===== src/rtl/regfile_wb_arbiter.sv =====
// Merges pipeline write-back and long-latency results onto one RF write port; pipe is zero latency, lu results write at the earliest one cycle after acceptance.
// Backpressure: lu stream via lu_ready (one-entry buffer); the pipe cannot be stalled here, so starve_stall asks it to freeze.
module regfile_wb_arbiter #(
  parameter int unsigned STARVE_LIMIT = 4
) (
  input  logic        clk,
  input  logic        rst,
  input  logic        pipe_valid,
  input  logic [4:0]  pipe_reg,
  input  logic [31:0] pipe_data,
  input  logic        lu_valid,
  output logic        lu_ready,
  input  logic [4:0]  lu_reg,
  input  logic [31:0] lu_data,
  input  logic        issue_en,
  input  logic [4:0]  issue_reg,
  input  logic [4:0]  dec_a_reg,
  input  logic [4:0]  dec_b_reg,
  input  logic [4:0]  dec_d_reg,
  output logic        hazard_stall,
  output logic        starve_stall,
  output logic        write_back_en,
  output logic [4:0]  write_back_reg,
  output logic [31:0] write_back
);

  localparam logic [3:0] LIMIT = 4'(STARVE_LIMIT);

  logic        buf_valid;
  logic [4:0]  buf_reg;
  logic [31:0] buf_data;
  logic [31:0] busy;
  logic [31:0] busy_next;
  logic [31:0] busy_rd;
  logic [3:0]  starve_cnt;
  logic [3:0]  cnt_next;
  logic        starve_q;
  logic        lu_accept;
  logic        buf_sel;

  assign lu_ready  = !buf_valid;
  assign lu_accept = lu_valid && lu_ready;
  // A result still buffered when reset hits is discarded, so it must never reach the port.
  assign buf_sel   = buf_valid && !pipe_valid && !rst;

  always_comb begin
    write_back_en  = 1'b0;
    write_back_reg = 5'd0;
    write_back     = 32'd0;
    if (pipe_valid) begin
      write_back_en  = (pipe_reg != 5'd0);
      write_back_reg = pipe_reg;
      write_back     = pipe_data;
    end else if (buf_sel) begin
      write_back_en  = (buf_reg != 5'd0);
      write_back_reg = buf_reg;
      write_back     = buf_data;
    end
  end

  // Clear first so a same-edge issue to the draining register keeps it busy.
  always_comb begin
    busy_next = busy;
    if (buf_sel) busy_next[buf_reg] = 1'b0;
    if (issue_en && issue_reg != 5'd0) busy_next[issue_reg] = 1'b1;
    busy_next[0] = 1'b0;
  end

  always_comb begin
    cnt_next = 4'd0;
    if (buf_valid && pipe_valid) begin
      cnt_next = (starve_cnt == LIMIT) ? starve_cnt : starve_cnt + 4'd1;
    end
  end

  assign busy_rd      = {busy[31:1], 1'b0};
  assign hazard_stall = busy_rd[dec_a_reg] | busy_rd[dec_b_reg] | busy_rd[dec_d_reg];
  assign starve_stall = starve_q;

  always_ff @(posedge clk) begin
    if (rst) begin
      buf_valid  <= 1'b0;
      buf_reg    <= 5'd0;
      buf_data   <= 32'd0;
      busy       <= 32'd0;
      starve_cnt <= 4'd0;
      starve_q   <= 1'b0;
    end else begin
      if (lu_accept) begin
        buf_valid <= 1'b1;
        buf_reg   <= lu_reg;
        buf_data  <= lu_data;
      end else if (buf_sel) begin
        buf_valid <= 1'b0;
      end
      busy       <= busy_next;
      starve_cnt <= cnt_next;
      starve_q   <= (cnt_next == LIMIT);
    end
  end

endmodule


===== config.mk =====
export PLATFORM = sky130hd
export DESIGN_NAME = regfile_wb_arbiter
export DESIGN_NICKNAME = d
export VERILOG_FILES = /design/src/rtl/regfile_wb_arbiter.sv
export SDC_FILE = /design/constraint.sdc
export NUM_CORES = 1
export LEC_CHECK = 0
export ABC_CLOCK_PERIOD_IN_PS = 1700
export BUFFER_PORTS_ARGS = -buffer_cell sky130_fd_sc_hd__buf_4
export CORE_ASPECT_RATIO = 1.25
export CORE_MARGIN = 2
export CORE_UTILIZATION = 35
export CTS_CLUSTER_SIZE = 16
export DETAILED_ROUTE_END_ITERATION = 16
export SLEW_MARGIN = 20
export SYNTH_ARGS = -nofsm -noshare
export SYNTH_HDL_FRONTEND = slang
export SYNTH_SLANG_ARGS = --single-unit

===== constraint.sdc =====
create_clock -name clk -period 1.7 [get_ports clk]
set_clock_uncertainty 0.05 [all_clocks]
set_input_delay 0.255 -clock clk [delete_from_list [all_inputs] [get_ports clk]]
set_output_delay 0.255 -clock clk [all_outputs]
set_load 0.01 [all_outputs]

# After elaboration in Yosys (flattened, before gate mapping)
# Index checks and enable logic that the tools add are counted.
classes:
  addsub: 1
  order_cmp: 7
  eq_ne: 2
  n_mux: 22
  n_bitwise: 5
  reduce_logical: 14
ops:
  columns: ["op", "count"]
  rows:
  - ["32-bit two-way mux", 4]
  - ["32-bit AND", 1]
  - ["32-bit inverter", 1]
  - ["32-bit bitwise OR", 1]
  - ["5-bit by 6-bit less-than comparator with 1-bit output, second input constant", 5]
  - ["1-bit binary-select mux with 5-bit select", 3]
  - ["5-bit nonzero test", 3]
  - ["1-bit demux with 5-bit select", 2]
  - ["5-bit by 1-bit >= comparator with 1-bit output, second input constant", 2]
  - ["5-bit two-way mux", 2]
  - ["1-bit two-way mux", 9]
  - ["4-bit by 3-bit equality test with 1-bit output, second input constant", 2]
  - ["4-bit two-way mux", 2]
  - ["1-bit logical AND", 7]
  - ["4-bit by 1-bit adder with 4-bit output, second input constant", 1]
  - ["1-bit logical NOT", 3]
  - ["1-bit bitwise OR", 2]
  - ["2-bit nonzero test", 1]
totals:
  regBits: 75
  in_bits: 99
  output_inout_bits: 41
  wordCells: 58

# Depth between registers and ports, before layout
# Gate-level depths: netlist of the first run.
depth:
  depth_word: 9
  mapped_depth: 6
  depth_no_buf: 6

# Least setup slack after synthesis of the first run
# No wires, ideal clock.
synth_path:
  path_type: "in2out"
  from: "in dec_d_reg[2]"
  to: "out hazard_stall"
  t_arrival_ns: 1.484
  required_ns: 1.395
  slack_ns: -0.089
  stages: 6
  n_path_buf: 1
  cell_sequence: "buf_2 > mux2_2 > a221oi_2 > a2111oi_2 > a211oi_1 > nand4_1"
synth_via:
  elab_chain_len: 3
synth_lines:
  columns: ["item", "line", "text"]
  rows:
  - ["start, declared", "19", "input logic [4:0] dec_d_reg,"]
  - ["1-bit binary-select mux with 5-bit select", "77", "assign hazard_stall = busy_rd[dec_a_reg] | busy_rd[dec_b_reg] | busy_rd[dec_d_reg];"]
  - ["1-bit two-way mux (implied by the code)", "77", null]
  - ["1-bit bitwise OR", "77", null]
  - ["end, declared", "20", "output logic hazard_stall,"]
# Every way passes these cells. The select of a mux whose other input is x is not followed.

# Worst setup path after layout of the first run
layout_path:
  from: "reg busy[16]"
  to: "out hazard_stall"
layout_via:
  elab_chain_len: 4
  elab_cells_between_ends: 8
  cone_classes: "mux: 6; bitwise: 2"
layout_lines:
  columns: ["item", "line", "text"]
  rows:
  - ["start, declared", "32", "logic [31:0] busy;"]
  - ["start signal, assigned", "96", "busy <= busy_next;"]
  - ["1-bit binary-select mux with 5-bit select", "77", null]
  - ["1-bit two-way mux (implied by the code)", "77", null]
  - ["1-bit bitwise OR", "77", null]
  - ["1-bit bitwise OR *", "77", null]
# Every way passes the cells marked *; elsewhere a longest branch is shown, timed or not. The select of a mux whose other input is x is not followed.

==> results of run 1 <==
[synth_stat cells, types with 2 or more instances]
| cell type | count |
|---|---|
| and3_1 | 2 |
| o21ai_0 | 33 |
| nand3_1 | 9 |
| buf_1 | 6 |
| dfxtp_1 | 74 |
| a21oi_1 | 74 |
| nand2b_1 | 3 |
| nor2_1 | 13 |
| nor4b_1 | 2 |
| buf_4 | 2 |
| a22o_1 | 37 |
| nand2_1 | 120 |
| o22ai_1 | 2 |
| mux2i_1 | 13 |
| nor3_1 | 4 |
| mux2_2 | 9 |
| nor2b_1 | 2 |
| mux4_2 | 14 |
| buf_2 | 6 |
| inv_1 | 5 |
| clkbuf_1 | 19 |
| nor3b_1 | 7 |
| ha_1 | 2 |
| nor4_1 | 2 |
| nand3b_1 | 8 |
[final cells by class]
cell class                 count  share of cell area, %
inverter                       5                  0.316
sequential                    74                   25.0
tap                          135                   2.85
multi-input combinational    376                   41.3
timing repair buffer         187                   26.2
clock buffer                  14                   4.28
[cells by family (layout without fill, tap and decap cells)]
group / Yosys count / count (layout)
AND/OR/NAND/NOR: 181 / 181
flip-flops: 74 / 74
AO/OA/AOI/OAI: 156 / 156
buffers and inverters: 40 / 206
multiplexers: 36 / 36
adder cells (fa/ha/maj): 2 / 2
XOR/XNOR: 1 / 1
[through the flow]
stage / TNS (ns) / instance area (um2) / hold slack [ns]
2_1_floorplan: 0 / 4050 / 0.341
3_3_place_gp: -0.373 / 5420 / 0.393
3_5_place_dp: -0.441 / 5420 / 0.398
4_1_cts: -3.06 / 5860 / 0.0944
5_1_grt: -6.41 / 5940 / 0.107
6_report: -3.33 / 5940 / 0.106
[placed cells by master (no fill, tap or decap), types with 3 or more instances in the layout]
| cell type | count |
|---|---|
| mux2_2 | 9 |
| dfxtp_1 | 70 |
| buf_4 | 169 |
| clkbuf_1 | 4 |
| mux2i_1 | 13 |
| a22o_1 | 37 |
| nor2_1 | 13 |
| buf_16 | 3 |
| dfxtp_2 | 4 |
| nand2b_1 | 3 |
| nor3b_1 | 7 |
| mux4_2 | 14 |
| nand2_1 | 119 |
| o21ai_0 | 12 |
| o21ai_1 | 13 |
| nor3_1 | 4 |
| inv_1 | 4 |
| buf_12 | 4 |
| nand3_1 | 8 |
| o21ai_2 | 8 |
| nand3b_1 | 8 |
| clkbuf_16 | 9 |
| a21oi_1 | 74 |
| buf_6 | 11 |
[power breakdown]
part           leakage [nW]  internal (mW)  switching, mW
logic                  1.71          0.452          0.394
clock network         0.123           1.01          0.654
registers             0.605           1.80         0.0535
[per-layer routing]
metal | up-vias | global-route usage [%]
met3 | 26 | 4.99
li1 | 2097 | -
met1 | 2016 | 26.4
met5 | - | 0
met4 | 0 | 12.2
met2 | 169 | 41.0
[what timing repair did]
item	in CTS	in global routing
resized for setup	23	36
setup endpoints to repair	61	40
setup buffers	7	2
cloned	3	0
pin swaps	5	8
[worst max-delay path by stage]
| stage | from | end | slack [ns] | depth (start not counted) |
|---|---|---|---|---|
| 6_report | busy[16] | hazard_stall | -0.52 | 5 |
| 5_1_grt | busy[24] | hazard_stall | -0.58 | 5 |
| 4_1_cts | busy[16] | hazard_stall | -0.53 | 5 |
| 3_5_place_dp | dec_a_reg[2] | hazard_stall | -0.38 | 6 |
| 3_3_place_gp | dec_a_reg[2] | hazard_stall | -0.37 | 6 |
| 2_1_floorplan | busy[28] | hazard_stall | 0.003 | 4 |
==> flow_summary.toml, run 1 <==
[layout]
multi_input_comb_area_um2 = 2450
antennaDiodeCount = 0
regArea_um2 = 1490
drive_gt1_share_pct = 37.2
final_nets = 754
final_util_pct = 53.3
instances_no_fill = 791
largest_reg_flops = 32
area_growth_pct = 47.3
n_fill_cell = 1027

[timing]
fmax_ghz = 0.451
slew_viol_final = 0
hold_viol_final = 0
grt_setup_unrepaired = "true"
period_minus_slack_ns = 2.22
max-slew-margin-rel_pct = 49.1
worstMarginPinSlew_ns = 0.763
setup_violations = 39
finalCritPeriodShare_pct = 130
layout_setup_ws_ns = -0.518

[detailed_routing]
drcViolationCount = 0
drtIter0Drc = 249
first_pass_iters = 4
vias_per_cell = 5.45
met1Wirelength_mm = 5.51
wl_per_cell_um = 17.7
maxUsedRoutingLayer = "met4"
met2WireLength_mm = 7.11
wl_mm = 14.0
dr_wl_met3_um = 942
drtAntennaViolNets = 0
num_vias = 4308

[synth]
syn_area_um2 = 4030
synth_ff_type = "dfxtp_1"
synth_fa_ha_area_share_pct = 0.621
synth_cells = 490
synth_top_family_by_area = "compound AO/OA/AOI/OAI gates"
async_reset_ff_share_pct = 0
synth_compound_area_share_pct = 24.1
yosysWarnings = 0
syn_nets = 591
netlist.area_leader.share_pct = 36.8
avgSynthCellArea_um2 = 8.22
synthMuxAreaShare_pct = 13.6
synth_seq_cells = 74
synth_edf_count = 0
synth_cell_types = 47
yosys.area_share.simple_pct = 20.4
synthXorXnorAreaFrac_pct = 0.217
synth.largest_area_cell = "dfxtp_1"
ys_seq_area_share_pct = 36.8
synth_area_leaders = "dfxtp_1 37%, nand2_1 11%, a21oi_1 9.2%"

[placement]
dp_cells = 766
gp_congestion = 0.935
place_ws_ns = -0.379
dp_hpwl_mm = 10.3
place.port_buffers = 139

[min_path]
min_to = "starve_cnt[2]"
hp-class = "in2reg"
hp-start = "rst"
min_path_cells = 2

[clocking]
htree_levels = 3
postCtsHoldBufs = 0
insertion_delay_ns = 0.33
clkTransAtPathRegs_ns = 0.05
root_buffer = "clkbuf_16"
clock_sinks = 74
clockBufferDepth = 2
cts_tree = "built"
numCtsBuffers = 9

[setup_path]
path_delay_family = "multiplexers"
r2r_end = "busy[18]"
crit_slowest_cell = "mux4_2"
cp_num_buf_inv = 1
max_stage_delay_ns = 0.44
r2r.worst_path.cells = 8
end_kind = "primary output"
path_class = "reg2out"
cp_cell_sequence = "mux4_2 -> o2111a_1 -> nor4_2 -> nand4_1 -> buf_4"
crit_required_ns = 1.39
r2r-start = "buf_valid"
r2r_slack_ns = 0.04
crit_fanout = 4
start_kind = "flop"
cp.arrival_ns = 1.91

[power_and_ir_drop]
vdd_drop_max_mv = 0.518
powerDensity_nw_per_um2 = 736
finalPower_mw = 4.37
leakagePower_nw = 2.44

[grt]
grt_pass1_vias = 4407
grt_usage_pct = 23.3
grt-ovfl-total = 0
antenna_found_initial = 0
grt_pass1_wl_mm = 22.2
grt_max_degree = 73

[die]
rows = 43
core_region_area_um2 = 11100
die-area_um2 = 12400
die_height_um = 124
boundaryPins = 140
start_util_pct = 36.2
die_w_um = 100

[flow_run]
maxCapViolCount = 0

[run_status]
violations = "negative setup slack"
status = "finished, violations left"
(Power assumes the default switching activity.)
==> run 2, diff against run 1 <==
--- a/config.mk
+++ b/config.mk
@@ -12,6 +12,7 @@
 export CORE_UTILIZATION = 35
 export CTS_CLUSTER_SIZE = 16
 export DETAILED_ROUTE_END_ITERATION = 16
+export SKIP_LAST_GASP = 1
 export SLEW_MARGIN = 20
 export SYNTH_ARGS = -nofsm -noshare
 export SYNTH_HDL_FRONTEND = slang
==> flow_summary.toml, run 2 (synthesis results as in run 1) <==
[setup_path]
cp.arrival_ns = 1.92
crit_slowest_cell = "mux4_2"
cp_num_buf_inv = 1
crit_required_ns = 1.39
cp_cell_sequence = "mux4_2 -> o2111a_1 -> nor4_2 -> nand4_1 -> buf_4"
max_stage_delay_ns = 0.45
path_delay_family = "multiplexers"
end_kind = "primary output"
start_kind = "flop"
path_class = "reg2out"
crit_fanout = 4

[timing]
period_minus_slack_ns = 2.23
finalCritPeriodShare_pct = 131
layout_setup_ws_ns = -0.529
grt_setup_unrepaired = "true"
max-slew-margin-rel_pct = 49.6
worstMarginPinSlew_ns = 0.756
slew_viol_final = 0
setup_violations = 45
fmax_ghz = 0.449
hold_viol_final = 0

[detailed_routing]
drtIter0Drc = 264
first_pass_iters = 4
num_vias = 4346
drcViolationCount = 0
vias_per_cell = 5.49
wl_per_cell_um = 17.7
drtAntennaViolNets = 0
wl_mm = 14.0

[grt]
grt_max_degree = 73
grt_pass1_wl_mm = 22.2
grt_usage_pct = 23.3
antenna_found_initial = 0
grt_pass1_vias = 4407
grt-ovfl-total = 0

[placement]
place.port_buffers = 139
gp_congestion = 0.935
dpl_cell_area_um2 = 5420
dp_hpwl_mm = 10.3
dp_cells = 766

[power_and_ir_drop]
powerDensity_nw_per_um2 = 739
p_switching_mw = 1.09
finalPower_mw = 4.36
clkPwrFrac_pct = 38.2
switching_share_pct = 25.1
leakagePower_nw = 2.43
combPwrFrac_pct = 19.3
seq_power_share_pct = 42.6
intPower_mw = 3.26
vdd_drop_max_mv = 0.516

[clocking]
cts_tree = "built"
clock_sinks = 74
postCtsHoldBufs = 0
root_buffer = "clkbuf_16"
clockBufferDepth = 2
htree_levels = 3
numCtsBuffers = 9
clkTransAtPathRegs_ns = 0.05
insertion_delay_ns = 0.33

[die]
core_region_area_um2 = 11100
die_w_um = 100
die-area_um2 = 12400
boundaryPins = 140
die_height_um = 124
start_util_pct = 36.2
rows = 43

[layout]
instances_no_fill = 791
drive_gt1_share_pct = 36.1
stdcell_area_um2 = 5890
area_growth_pct = 46.3
final_common_cell = "buf_4"
antennaDiodeCount = 0
final_util_pct = 52.9
final_cell_mix = "174 x buf_4, 120 x nand2_1, 74 x a21oi_1"
final_nets = 754
largest_reg_flops = 32

[run_status]
status = "finished, violations left"
violations = "negative setup slack"

[flow_run]
maxCapViolCount = 0

[min_path]
hp-class = "in2reg"
[run 2: cell counts in the layout (fill, tap and decap cells not counted)]
No cell type changed its count.
[run 2: per-stage QoR]
| step | setup WS, ns | hold slack, ns | TNS [ns] |
|---|---|---|---|
| finish | -0.529 | 0.105 | -3.27 |
| global placement | -0.373 | 0.393 | -0.373 |
| global route | -0.593 | 0.107 | -7.81 |
| CTS | -0.542 | 0.0944 | -3.08 |
| detailed placement | -0.379 | 0.398 | -0.441 |
| floorplan | 0.00293 | 0.341 | 0 |
[run 2: routing by layer]
metal	vias to the layer above	GRT usage, %	share of wire, %
li1	2097	-	-
met2	185	41.0	51
met4	0	12.2	3.2
met1	2035	26.4	39
met3	29	4.99	7.1
met5	-	0	0
[run 2: worst register-to-register path: stages, from the launching register on]
cell and delay, ns:
dfxtp_2 0.33, inv_2 0.05, nor3_4 0.24, buf_6 0.21, buf_4 0.16, nand3b_1 0.07
buf_4 0.19, o21ai_0 0.18, a21oi_1 0.08
[run 2: power by group through the flow]
stage / logic, mW / registers (mW) / clock network (mW)
6_report: 0.840 / 1.86 / 1.66
5_1_grt: 0.911 / 1.86 / 1.75
4_1_cts: 0.834 / 1.85 / 1.69
3_5_place_dp: 0.797 / 1.88 / 0
3_3_place_gp: 0.788 / 1.88 / 0
2_1_floorplan: 0.379 / 1.86 / 0
[run 2: cell type report]
class	count	area (um2)
fillers	1032	5240
multi-input cells	376	2430
repair buffers	187	1540
flip-flops and latches	74	1490
clock buffers	14	254
well taps	135	169
inverters	5	18.8
[run 2: path summary, 6_finish.rpt]
kind | startpoint | endpoint | slack [ns] | cells past startpoint
max | busy[24] | hazard_stall | -0.53 | 5
min reg2reg | buf_data[19] | buf_data[19] | 0.40 | 2
min | rst | starve_cnt[2] | 0.11 | 2
max reg2reg | buf_valid | busy[18] | -0.01 | 8
[run 2: repair_timing]
| item | in CTS | in global routing |
|---|---|---|
| pin swaps | 5 | 3 |
| gates resized for setup | 20 | 7 |
| gates cloned | 3 | 0 |
| setup endpoints to repair | 61 | 40 |
| setup buffers | 7 | 2 |
==> run 3, diff against run 2 <==
--- a/config.mk
+++ b/config.mk
@@ -9,9 +9,10 @@
 export BUFFER_PORTS_ARGS = -buffer_cell sky130_fd_sc_hd__buf_4
 export CORE_ASPECT_RATIO = 1.25
 export CORE_MARGIN = 2
-export CORE_UTILIZATION = 35
+export CORE_UTILIZATION = 46
 export CTS_CLUSTER_SIZE = 16
 export DETAILED_ROUTE_END_ITERATION = 16
+export PLACE_DENSITY = 0.89
 export SKIP_LAST_GASP = 1
 export SLEW_MARGIN = 20
 export SYNTH_ARGS = -nofsm -noshare
==> flow_summary.toml, run 3 (synthesis results as in run 1) <==
[run_status]
status = "finished, violations left"
violations = "negative setup slack"

[die]
die_w_um = 87.7
boundaryPins = 140
start_util_pct = 46.8
rows = 38
die_height_um = 109
die-area_um2 = 9530
core_region_area_um2 = 8610

[timing]
hold_viol_final = 0
setup_violations = 39
grt_setup_unrepaired = "true"
finalCritPeriodShare_pct = 135
fmax_ghz = 0.435
worstMarginPinSlew_ns = 0.576
period_minus_slack_ns = 2.30
max-slew-margin-rel_pct = 61.6
layout_setup_ws_ns = -0.600
slew_viol_final = 0

[grt]
grt-ovfl-total = 0
grt_usage_pct = 30.4
antenna_found_initial = 0
grt_max_degree = 56
grt_pass1_wl_mm = 22.2
grt_pass1_vias = 4467

[detailed_routing]
drcViolationCount = 0
wl_mm = 14.7
first_pass_iters = 5
wl_per_cell_um = 18.7
drtAntennaViolNets = 0
drtIter0Drc = 376
num_vias = 4600
vias_per_cell = 5.82

[clocking]
cts_tree = "built"
clkTransAtPathRegs_ns = 0.08
htree_levels = 3
clock_sinks = 74
insertion_delay_ns = 0.35
postCtsHoldBufs = 0
numCtsBuffers = 9
root_buffer = "clkbuf_8"
clockBufferDepth = 2

[power_and_ir_drop]
switching_share_pct = 26.5
powerDensity_nw_per_um2 = 702
seq_power_share_pct = 44.7
clkPwrFrac_pct = 34.4
combPwrFrac_pct = 21.0
vdd_drop_max_mv = 0.604
intPower_mw = 3.04
leakagePower_nw = 2.47
p_switching_mw = 1.10

[layout]
stdcell_area_um2 = 5890
drive_gt1_share_pct = 38.2
final_common_cell = "buf_4"
largest_reg_flops = 32
final_cell_mix = "187 x buf_4, 119 x nand2_1, 74 x a21oi_1"
instances_no_fill = 790
antennaDiodeCount = 0
n_fill_cell = 639
area_growth_pct = 46.3
final_nets = 767

[setup_path]
path_delay_family = "multiplexers"
start_kind = "flop"
path_class = "reg2out"
max_stage_delay_ns = 0.46
cp_num_buf_inv = 1
crit_slowest_cell = "mux4_2"
cp_cell_sequence = "mux4_2 -> o2111a_1 -> nor4_4 -> nand4_1 -> buf_4"
cp.arrival_ns = 2.00
crit_fanout = 2
end_kind = "primary output"
crit_required_ns = 1.39

[placement]
dp_cells = 761
place.port_buffers = 139
dp_hpwl_mm = 10.8
gp_congestion = 1.01
dpl_cell_area_um2 = 5440

[min_path]
hp-class = "in2reg"

[flow_run]
maxCapViolCount = 0
run 3: cell types whose count changed in the layout (fill, tap and decap cells not counted), sizes merged:
cell    previous run  this run
clkinv             0         1
bufinv             0         1
buf              187       200
clkbuf            14        13
run 3: final timing paths:
check	start	endpoint	slack, ns	cells after the start
worst max register to register	buf_valid	busy[30]	0.08	8
worst min register to register	buf_data[29]	buf_data[29]	0.41	2
worst max-delay path	busy[28]	hazard_stall	-0.60	5
worst min-delay path	lu_data[15]	buf_data[15]	0.09	3
run 3: timing repair:
action / in CTS / in global routing
buffers inserted: 6 / 7
setup endpoints to repair: 42 / 65
pin swaps: 4 / 6
gates resized for setup: 19 / 24
gates cloned: 3 / 1
run 3: metrics by stage:
stage / utilization (%) / hold slack [ns] / setup slack (ns) / setup TNS [ns] / power, mW
after floorplan: - / 0.341 / 0.00293 / 0 / 2.24
after global placement: 63.2 / 0.392 / -0.368 / -0.368 / 2.66
after detailed placement: 63.2 / 0.401 / -0.365 / -0.382 / 2.68
after CTS: 67.9 / 0.0836 / -0.595 / -3.81 / 4.11
after global routing: 68.5 / 0.0884 / -0.666 / -7.93 / 4.27
final: 68.5 / 0.0912 / -0.600 / -6.15 / 4.14
run 3: worst reg2reg max path: stages (launching register included):
cell	delay [ns]
dfxtp_2	0.34
inv_2	0.05
nor3_4	0.20
buf_6	0.15
buf_6	0.12
nand3b_1	0.08
buf_4	0.18
o21ai_0	0.22
a21oi_1	0.10
run 3: cell type report:
type                            instances  area, um2  share of cell area [%]
Multi-Input combinational cell        376       2450                    41.5
Timing Repair Buffer                  200       1590                    27.0
Sequential cell                        74       1480                    25.2
Clock buffer                           13        169                    2.87
Tap cell                              120        150                    2.55
Clock inverter                          2       35.0                   0.594
Inverter                                5       18.8                   0.318
run 3: power by group through the flow:
stage	Sequential (mW)	Combinational (mW)	Clock, mW
after global routing	1.85	0.920	1.50
after detailed placement	1.88	0.798	0
after CTS	1.84	0.843	1.43
after global placement	1.88	0.784	0
after floorplan	1.86	0.379	0
final	1.85	0.867	1.42
run 3: routing by layer:
metal	vias to the layer above	part of all wire [%]	global-route usage, %
met2	261	52	54.8
met4	0	3.7	11.8
li1	2123	-	-
met3	52	9.1	7.80
met1	2164	35	33.9
met5	-	0	0
